===== config.mk =====
export PLATFORM = sky130hd
export DESIGN_NAME = alluvial_issue
export DESIGN_NICKNAME = d
export VERILOG_FILES = /design/src/rtl/alluvial_issue.sv
export SDC_FILE = /design/constraint.sdc
export NUM_CORES = 1
export LEC_CHECK = 0
export CAP_MARGIN = 20
export CORE_ASPECT_RATIO = 1.5
export CORE_MARGIN = 2
export CORE_UTILIZATION = 33
export CTS_CLUSTER_DIAMETER = 100
export CTS_CLUSTER_SIZE = 20
export DETAILED_ROUTE_END_ITERATION = 10
export MAX_ROUTING_LAYER = met4
export RECOVER_POWER = 50
export REMOVE_ABC_BUFFERS = 1
export SLEW_MARGIN = 25
export SYNTH_ARGS = -nofsm -noshare
export SYNTH_HDL_FRONTEND = slang
export SYNTH_SLANG_ARGS = --single-unit

===== constraint.sdc =====
create_clock -name clk -period 5.65 [get_ports clk]
set_clock_uncertainty 0.15 [all_clocks]
set_input_delay 1.13 -clock clk [delete_from_list [all_inputs] [get_ports clk]]
set_output_delay 1.13 -clock clk [all_outputs]
set_load 0.005 [all_outputs]

===== src/rtl/alluvial_issue.sv =====
// Command FIFO feeding a combinational ALU, with a registered response stage.
// Optional counters under ALLUVIAL_ISSUE_STATS_EN (stat_ops, stat_errs).
module alluvial_issue #(
  parameter int DEPTH = 4
) (
  input  logic        clk,
  input  logic        rst,
  input  logic        in_valid,
  output logic        in_ready,
  input  logic [31:0] in_op,
  input  logic [7:0]  in_a,
  input  logic [7:0]  in_b,
  output logic [31:0] alu_op,
  output logic [7:0]  alu_a,
  output logic [7:0]  alu_b,
  input  logic        alu_error,
  input  logic [7:0]  alu_result,
  output logic        out_valid,
  input  logic        out_ready,
  output logic [31:0] out_op,
  output logic [7:0]  out_result,
  output logic        out_error
`ifdef ALLUVIAL_ISSUE_STATS_EN
  ,
  output logic [15:0] stat_ops,
  output logic [15:0] stat_errs
`endif
);

  localparam int AW = (DEPTH > 1) ? $clog2(DEPTH) : 1;
  localparam logic [AW:0] FULL = (AW+1)'(DEPTH);

  logic [31:0] op_mem [DEPTH];
  logic [7:0]  a_mem  [DEPTH];
  logic [7:0]  b_mem  [DEPTH];

  logic [AW-1:0] wr_ptr;
  logic [AW-1:0] rd_ptr;
  logic [AW:0]   count;

  logic non_empty;
  logic resp_free;
  logic push;
  logic pop;
  logic [7:0] cap_result;
  logic cap_error;

  assign non_empty = (count != '0);
  assign in_ready  = (count < FULL);
  assign resp_free = !out_valid || out_ready;
  assign push      = in_valid && in_ready;
  assign pop       = non_empty && resp_free;

  assign alu_op = non_empty ? op_mem[rd_ptr] : 32'd0;
  assign alu_a  = non_empty ? a_mem[rd_ptr]  : 8'd0;
  assign alu_b  = non_empty ? b_mem[rd_ptr]  : 8'd0;

  // Only ADD reports carry; illegal opcodes ignore the ALU entirely.
  always_comb begin
    cap_result = 8'd0;
    cap_error  = 1'b1;
    case (alu_op)
      32'd0: begin
        cap_result = alu_result;
        cap_error  = alu_error;
      end
      32'd1: begin
        cap_result = alu_result;
        cap_error  = 1'b0;
      end
      default: begin
        cap_result = 8'd0;
        cap_error  = 1'b1;
      end
    endcase
  end

  always_ff @(posedge clk) begin
    if (push && !rst) begin
      op_mem[wr_ptr] <= in_op;
      a_mem[wr_ptr]  <= in_a;
      b_mem[wr_ptr]  <= in_b;
    end
  end

  always_ff @(posedge clk) begin
    if (rst) begin
      wr_ptr <= '0;
      rd_ptr <= '0;
      count  <= '0;
    end else begin
      if (push) wr_ptr <= wr_ptr + 1'b1;
      if (pop)  rd_ptr <= rd_ptr + 1'b1;
      case ({push, pop})
        2'b10:   count <= count + 1'b1;
        2'b01:   count <= count - 1'b1;
        default: count <= count;
      endcase
    end
  end

  always_ff @(posedge clk) begin
    if (rst) begin
      out_valid  <= 1'b0;
      out_op     <= 32'd0;
      out_result <= 8'd0;
      out_error  <= 1'b0;
    end else if (pop) begin
      out_valid  <= 1'b1;
      out_op     <= alu_op;
      out_result <= cap_result;
      out_error  <= cap_error;
    end else if (out_valid && out_ready) begin
      out_valid  <= 1'b0;
    end
  end

`ifdef ALLUVIAL_ISSUE_STATS_EN
  always_ff @(posedge clk) begin
    if (rst) begin
      stat_ops  <= 16'd0;
      stat_errs <= 16'd0;
    end else if (pop) begin
      if (stat_ops != 16'hFFFF) stat_ops <= stat_ops + 16'd1;
      if (cap_error && stat_errs != 16'hFFFF)
        stat_errs <= stat_errs + 16'd1;
    end
  end
`endif

endmodule


After elaboration in Yosys (flattened, before gate mapping)
Memory sizes are Yosys's and may differ from the RTL's. A register that Yosys moved wholly into a read port is not among the register bits.
Cells that the tools add are included.
{ "op_classes": {"addsub": 4, "n_lt_le_gt_ge": 1, "n_eq_ne": 3, "muxes": 16, "reduce_logical": 12} }
{ "ops": {"columns": ["cell", "n"], "rows": [
  ["32-bit by 1-bit equality test with 1-bit output, second input constant", 1],
  ["32-bit zero test", 1],
  ["32-bit 2-to-1 mux", 1],
  ["8-bit 2-to-1 mux", 3],
  ["2-bit 2-to-1 mux", 6],
  ["3-bit case mux with 2 select lines", 1],
  ["2-bit by 1-bit adder with 2-bit output, second input constant", 2],
  ["1-bit logical AND", 4],
  ["1-bit 2-to-1 mux", 4],
  ["2-bit nonzero test", 2],
  ["3-bit by 1-bit adder with 3-bit output, second input constant", 1],
  ["3-bit < comparator, second input constant", 1],
  ["3-bit nonzero test", 1],
  ["3-bit by 1-bit subtractor with 3-bit output, second input constant", 1],
  ["2-bit by 1-bit equality test with 1-bit output, second input constant", 1],
  ["2-bit equality test, second input constant", 1],
  ["1-bit zero test", 2],
  ["1-bit case mux with 2 select lines", 1],
  ["2-bit OR reduction", 1],
  ["1-bit logical OR", 1]
]} }
{ "word_totals": {"reg_bits": 49, "mem_bits_rw": 192, "out_inout_bits": 91, "word_cells": 46, "mem_count": 3} }
{ "mem_list": {"columns": ["memory", "words", "width", "rd", "rd_clocked_by_memory_dff", "wr", "line", "text"], "rows": [
  ["op_mem", 4, 32, 1, 1, 1, "33", "logic [31:0] op_mem [DEPTH];"],
  ["a_mem", 4, 8, 1, 1, 1, "34", "logic [7:0] a_mem [DEPTH];"],
  ["b_mem", 4, 8, 1, 1, 1, "35", "logic [7:0] b_mem [DEPTH];"]
]} }

Depth between registers and ports, before layout
Gate-level depths: netlist of the first run.
{ "depth": {"depth_word": 5, "mapped_depth": 11, "ltp_nobuf": 9} }

Least setup slack after synthesis of the first run
No wires, ideal clock.
{ "synth_path": {"path_type": "input-to-reg", "start": "input port in_valid", "end": "memory a_mem[0][0], enable pin", "setup_ps": 411, "arrival_time_ps": 2773, "slack_ps": 2317, "cell_stages": 4, "path_buffers": 0, "cell_sequence": "nor2b_1 > inv_2 > nor2_1 > and2_1"} }
{ "synth_via": {"elab_chain_cells": 4} }
{ "synth_rtl": {"columns": ["item", "line", "text"], "rows": [
  ["start: declaration", "8", "input logic in_valid,"],
  ["1-bit logical AND", "51", "assign push = in_valid && in_ready;"],
  ["1-bit logical AND", "79", "if (push && !rst) begin"],
  ["1-bit 2-to-1 mux", "79", null],
  ["1-bit 2-to-1 mux (implied by the code)", "81", "a_mem[wr_ptr] <= in_a;"],
  ["end: declaration", "34", null]
]} }
Every way passes these cells.

Worst setup path in the final report of the first run
{ "layout_path": {"start": "register count[2]", "end": "output port alu_b[3]"} }
{ "layout_via": {"elab_chain_cells": 2} }
{ "layout_rtl": {"columns": ["item", "line", "text"], "rows": [
  ["start: declaration", "39", "logic [AW:0] count;"],
  ["start signal: assignment", "95", "2'b10: count <= count + 1'b1;"],
  ["start signal: assignment", "96", "2'b01: count <= count - 1'b1;"],
  ["start signal: assignment", "97", "default: count <= count;"],
  ["3-bit nonzero test", "48", "assign non_empty = (count != '0);"],
  ["8-bit 2-to-1 mux", "56", "assign alu_b = non_empty ? b_mem[rd_ptr] : 8'd0;"],
  ["end: declaration", "15", "output logic [7:0] alu_b,"]
]} }
Every way passes these cells.

==> results by group, run 1 <==
Timing
  – Final setup vio count: 0
  – Relative slew slack: -11.2%
  – Worst-Margin Slew: 1670 ps
  – F_max: 234 MHz
  – Final period utilization: 75.6%
  – RSZ-0062 raised after global routing: false
  – Max Slew Vio Count: 53
  – Setup_tns: 0 ps
  – Hold Fails Final Rpt: 0
  – Min cycle time layout: 4270 ps

Setup path
  – CP startpoint kind: flip-flop
  – Crit Path Category: reg2out
  – Critical Path AT: 2990 ps
  – R2r setup slk: 1490 ps
  – Crit-path max FO: 52
  – Critical Path RT: 4370 ps
  – Critical Path End Type: output port

Placement
  – Hpwl dp: 13300 um
  – Port Buffers: 151
  – Placed cell area: 11300 um2
  – Routability cong.: 0.719

Floorplanning
  – Die area: 29900 um2
  – Initial Utilization: 33.6%
  – Core area: 28000 um2
  – DIE HEIGHT: 211 um
  – Die width: 142 um
  – Num rows: 75
  – I/O Pins: 152

CTS
  – Root Buffer: clkbuf_16
  – CTS Hold Bufs: 0
  – Clk sink count: 243
  – Clock buffer depth: 3
  – CTS H-tree lvls: 1
  – Clock Latency Late Sink: 480 ps
  – CTS buffer count: 16
  – CTS resizes: 0
  – Post-CTS Setup Inserts: 0
  – TritonCTS clock tree: done
  – Worst-path clk slew: 90 ps

Global route
  – Total gr overflow: 0
  – Pin count of the biggest net entering global routing: 60
  – Total GRT Usage: 14.0%
  – Number of global-route vias before repair: 5418
  – Initial antenna violation count: 1
  – First-pass GRT wire length: 31300 um

Detailed routing
  – Drt total wl: 20300 um
  – Via-to-Cell Ratio: 4.84
  – Iteration-0 DRC Markers: 278
  – Wire per inst: 19.3 um
  – DR vias: 5088
  – DRC violations left: 0
  – Antenna-violating nets left: 0
  – Drt first pass iters: 4

Cells and area
  – Most common cell after layout, fill and taps aside: edfxtp_1
  – Final instance area: 11800 um2
  – Area Growth Syn to Fin: 25.2%
  – Commonest cells after routing, fill and taps aside: edfxtp_1, dlygate4sd3_1, nand2_1
  – Ratio of cells with drive above 1 in the final layout: 13.2%
  – Final nets: 762

Yosys
  – Sequential fraction of the synthesis area: 72.2%
  – Yosys cell types: 31
  – Flops & latches, synth: 243
  – YS warnings: 0
  – Syn Inst Count: 548
  – Syn Area/Cell: 17.2 um2
  – Syn Std Cell Area: 9400 um2

Pwr
  – Power density over the cells: 455 nW/um2
  – Leak: 3.87 nW
  – VDD IR-drop max: 0.242 mV

Status
  – Status: finished with violations
  – Failing checks: capacitance limit, slew limit

Worst hold path
  – Worst Hold Class: reg2reg

Run
  – Max Cap Viol: 1
flip-flops by register name, summed over array words and instances, names as in the netlist, named ones only:
register and cells:
a_mem 32, b_mem 32, count 3, op_mem 128, out_error 1, out_op 32
out_result 8, out_valid 1, rd_ptr 2, wr_ptr 2
per-layer routing:
metal | global-route usage, % | up-vias | share of wire [%] | wire (um)
li1 | - | 2358 | - | -
met1 | 16.6 | 2558 | 40 | 8050
met2 | 25.2 | 145 | 54 | 11000
met3 | 1.47 | 27 | 4.0 | 821
met4 | 3.90 | 0 | 2.2 | 450
met5 | - | - | 0 | 0
worst paths after layout:
check,from,to,cells past startpoint
setup reg to reg,count[2],count[2],9
hold / removal,out_op[4],out_op[4],2
hold reg to reg,out_op[4],out_op[4],2
setup / recovery,count[2],alu_b[3],3
Yosys cell counts:
cell type,count,area [um2]
nand2b_1,1,6.26
fa_1,1,20.0
clkbuf_1,21,78.8
o31a_1,1,8.76
xor2_1,3,26.3
buf_6,3,33.8
o31ai_1,8,60.1
nand4_4,2,42.5
o21ai_0,1,5.00
nand3b_1,16,120
nand2_1,65,244
inv_2,2,7.51
buf_2,2,10.0
a41oi_1,1,8.76
dfxtp_1,51,1020
and2_1,52,325
xnor2_1,2,17.5
nor2_1,11,41.3
buf_1,3,11.3
a21oi_1,36,180
edfxtp_1,192,5770
nor2b_1,1,6.26
nand3_1,1,5.00
buf_4,1,7.51
inv_1,7,26.3
o21ai_1,1,5.00
mux4_2,48,1080
nor4_4,7,149
or3_1,2,12.5
a211oi_2,1,12.5
ha_1,5,62.6
cells by family (layout without fill, tap and decap cells):
group	Yosys count	after routing	share of synthesized area, %
AOI/OAI and AO/OA	49	49	2.98
xor gates and xnor gates	5	5	0.466
adders and majority gates	6	6	0.878
buffers and inverters	39	196	1.86
DFF	243	243	72.2
muxes	48	48	11.5
other	0	1	0
and+or+nand+nor	158	158	10.1
per-stage QoR:
| stage | std cells | worst slack [ps] | total power [W] | hold WS, ps | util, % |
|---|---|---|---|---|---|
| after CTS | 1050 | 1380 | 0.00547 | 311 | 42.0 |
| after global routing | 1052 | 1060 | 0.00567 | 333 | 42.1 |
| after floorplan | 518 | 1390 | 0.00331 | 297 | - |
| final | 1052 | 1380 | 0.00535 | 306 | 42.1 |
| after global placement | 1022 | 1610 | 0.00428 | 293 | 40.3 |
| after detailed placement | 1022 | 1520 | 0.00432 | 299 | 40.3 |
critical path: stages (launching register included):
cell             delay [ps]
dfxtp_1                 390
or3_1                  1260
and2_1                  330
clkdlybuf4s50_1         530
power by group:
| part | switching (W) | internal (W) |
|---|---|---|
| Clock | 0.000576 | 0.000572 |
| Combinational | 0.000938 | 0.00101 |
| Sequential | 0.000131 | 0.00213 |
final cells by class:
cell class	count	area [um2]
tap	346	433
antenna	1	2.50
multi-input combinational	266	2440
clock inverter	1	20.0
inverter	9	33.8
clock buffer	27	463
fill	2504	16200
timing repair buffer	159	1590
sequential	243	6790
Note: power is estimated with default switching activity, not from simulation.
==> run 2: changes to the inputs <==
clock period = 3.99 ns   (was 5.65 ns; I/O delays follow)
==> results by group, run 2 (synthesized netlist as in run 1, its figures left out) <==
Timing
  – F_max: 279 MHz
  – Relative slew slack: 4.28% (was -11.2%)
  – Setup_tns: 0 ps (unchanged)
  – Final setup vio count: 0 (unchanged)
  – Final period utilization: 89.9%
  – Worst-Margin Slew: 1440 ps (was 1670 ps)
  – Hold Fails Final Rpt: 0 (unchanged)
  – Min cycle time layout: 3590 ps
  – RSZ-0062 raised after global routing: false (unchanged)
  – Worst setup margin: 403 ps (was 1380 ps)
  – Max Slew Vio Count: 0 (was 53)

Cells and area
  – Area Growth Syn to Fin: 26.4% (was 25.2%)
  – Largest reg by FF count: op_mem (unchanged)
  – Commonest cells after routing, fill and taps aside: edfxtp_1, dlygate4sd3_1, nand2_1 (unchanged)
  – Final Instance Count excl. Fillers: 1061 (was 1052)
  – Final nets: 768 (was 762)
  – Final instance area: 11900 um2 (was 11800 um2)
  – Most common cell after layout, fill and taps aside: edfxtp_1 (unchanged)
  – Area occupied by multi-input gates: 2450 um2 (was 2440 um2)
  – Fillers: 2468 (was 2504)
  – Largest register FFs: 128 (unchanged)
  – Register area: 6790 um2 (unchanged)
  – Ratio of cells with drive above 1 in the final layout: 13.9% (was 13.2%)

CTS
  – CTS H-tree lvls: 1 (unchanged)
  – Clock buffer depth: 3 (unchanged)
  – CTS resizes: 0 (unchanged)
  – CTS Hold Bufs: 0 (unchanged)
  – Worst-path clk slew: 80 ps (was 90 ps)
  – TritonCTS clock tree: done (unchanged)
  – Clk sink count: 243 (unchanged)
  – Clock Latency Late Sink: 470 ps (was 480 ps)
  – Root Buffer: clkbuf_16 (unchanged)
  – CTS buffer count: 16 (unchanged)
  – Post-CTS Setup Inserts: 0 (unchanged)

Worst hold path
  – End of the worst hold path: out_op[2] (was out_op[4])
  – Min-Delay Path Depth: 2 (unchanged)
  – Worst Hold Class: reg2reg (unchanged)
  – Hold path start: out_op[2] (was out_op[4])

Setup path
  – CP startpoint kind: flip-flop (unchanged)
  – Slowest CP cell: dfxtp_4 (was or3_1)
  – Critical Path RT: 3040 ps (was 4370 ps)
  – Crit Path Category: reg2out (unchanged)
  – Buffers & Inverters on Critical Path: 2 (was 1)
  – Critical path depth: 4 (was 3)
  – Crit-path max FO: 20 (was 52)
  – Critical Path End Type: output port (unchanged)
  – R2r setup slk: 1180 ps (was 1490 ps)
  – FF-to-FF path depth: 9 (unchanged)
  – FF-to-FF Start: count[2] (unchanged)
  – Delay-heaviest family, CP: buffers and inverters (was simple AND/OR/NAND/NOR gates)
  – R2R Path End: count[2] (unchanged)
  – Critical Path AT: 2640 ps (was 2990 ps)
  – CP Cell Sequence: buf_4, mux4_2, and2_1, clkdlybuf4s50_1 (was or3_1, and2_1, clkdlybuf4s50_1)
  – Critical Path Max Stage Delay: 620 ps (was 1260 ps)

Global route
  – Pin count of the biggest net entering global routing: 59 (was 60)
  – Number of global-route vias before repair: 5410 (was 5418)
  – Total gr overflow: 0 (unchanged)
  – First-pass GRT wire length: 31000 um (was 31300 um)
  – Initial antenna violation count: 5 (was 1)
  – Total GRT Usage: 13.9% (was 14.0%)

Floorplanning
  – DIE HEIGHT: 211 um (unchanged)
  – Die area: 29900 um2 (unchanged)
  – Num rows: 75 (unchanged)
  – Core area: 28000 um2 (unchanged)
  – Initial Utilization: 33.6% (unchanged)
  – Die width: 142 um (unchanged)
  – I/O Pins: 152 (unchanged)

Placement
  – Inst Count DP: 1029 (was 1022)
  – Placement Setup Slack: 839 ps (was 1520 ps)
  – Routability cong.: 0.732 (was 0.719)
  – Placed cell area: 11400 um2 (was 11300 um2)
  – Port Buffers: 151 (unchanged)
  – Hpwl dp: 13700 um (was 13300 um)

Status
  – Status: complete, no violations (was finished with violations)

Pwr
  – Power Total: 0.00758 W (was 0.00535 W)
  – Leak: 3.91 nW (was 3.87 nW)
  – Power density over the cells: 638 nW/um2 (was 455 nW/um2)
  – VDD IR-drop max: 0.245 mV (was 0.242 mV)

Detailed routing
  – Iteration-0 DRC Markers: 234 (was 278)
  – Wire per inst: 19.1 um (was 19.3 um)
  – DR vias: 5081 (was 5088)
  – DRC violations left: 0 (unchanged)
  – Antenna-violating nets left: 0 (unchanged)
  – Drt total wl: 20300 um (about the same)
  – Drt first pass iters: 6 (was 4)
  – Via-to-Cell Ratio: 4.79 (was 4.84)

Run
  – Max Cap Viol: 0 (was 1)
## run 2: changes by cell type in the layout (fill, tap and decap cells not counted), sizes merged
cell	before	now
diode	1	4
clkbuf	27	28
inv	10	9
buf	9	14
clkinv	0	1
## run 2: cell type report
| cell class | instances | area share, % |
|---|---|---|
| antenna | 4 | 0.0842 |
| inverter | 9 | 0.284 |
| clock buffer | 27 | 3.90 |
| tap | 346 | 3.64 |
| timing repair buffer | 165 | 14.2 |
| clock inverter | 1 | 0.168 |
| sequential | 243 | 57.2 |
| multi-input combinational | 266 | 20.6 |
## run 2: worst max-delay path by stage
stage / startpoint / to / slack (ps)
floorplan: flip-flop / alu_op[10] / 60
global placement: flip-flop / alu_op[13] / 830
detailed placement: flip-flop / alu_op[13] / 840
CTS: flip-flop / alu_op[13] / 310
global route: flip-flop / alu_op[16] / 220
finish: flip-flop / alu_op[15] / 400
## run 2: report_power, final
group	switching [W]	internal [W]
Sequential	0.000178	0.00301
Clock	0.000799	0.000810
Combinational	0.00133	0.00146
## run 2: per-stage QoR
stage               utilization, %  hold slack, ps
finish                        42.5             306
global route                  42.5             333
CTS                           42.5             313
detailed placement            40.8             299
global placement              40.8             293
floorplan                        -             297
## run 2: tightest hold or removal path: stages (launching register included)
cell	delay (ps)
dfxtp_1	310
nand2_1	50
a21oi_1	50
## run 2: per-layer routing
layer	GRT usage, %	vias up	part of all wire (%)
met5	-	-	0
met4	3.14	0	1.6
met3	2.06	26	3.8
met2	25.9	102	54
met1	15.8	2571	40
li1	-	2382	-
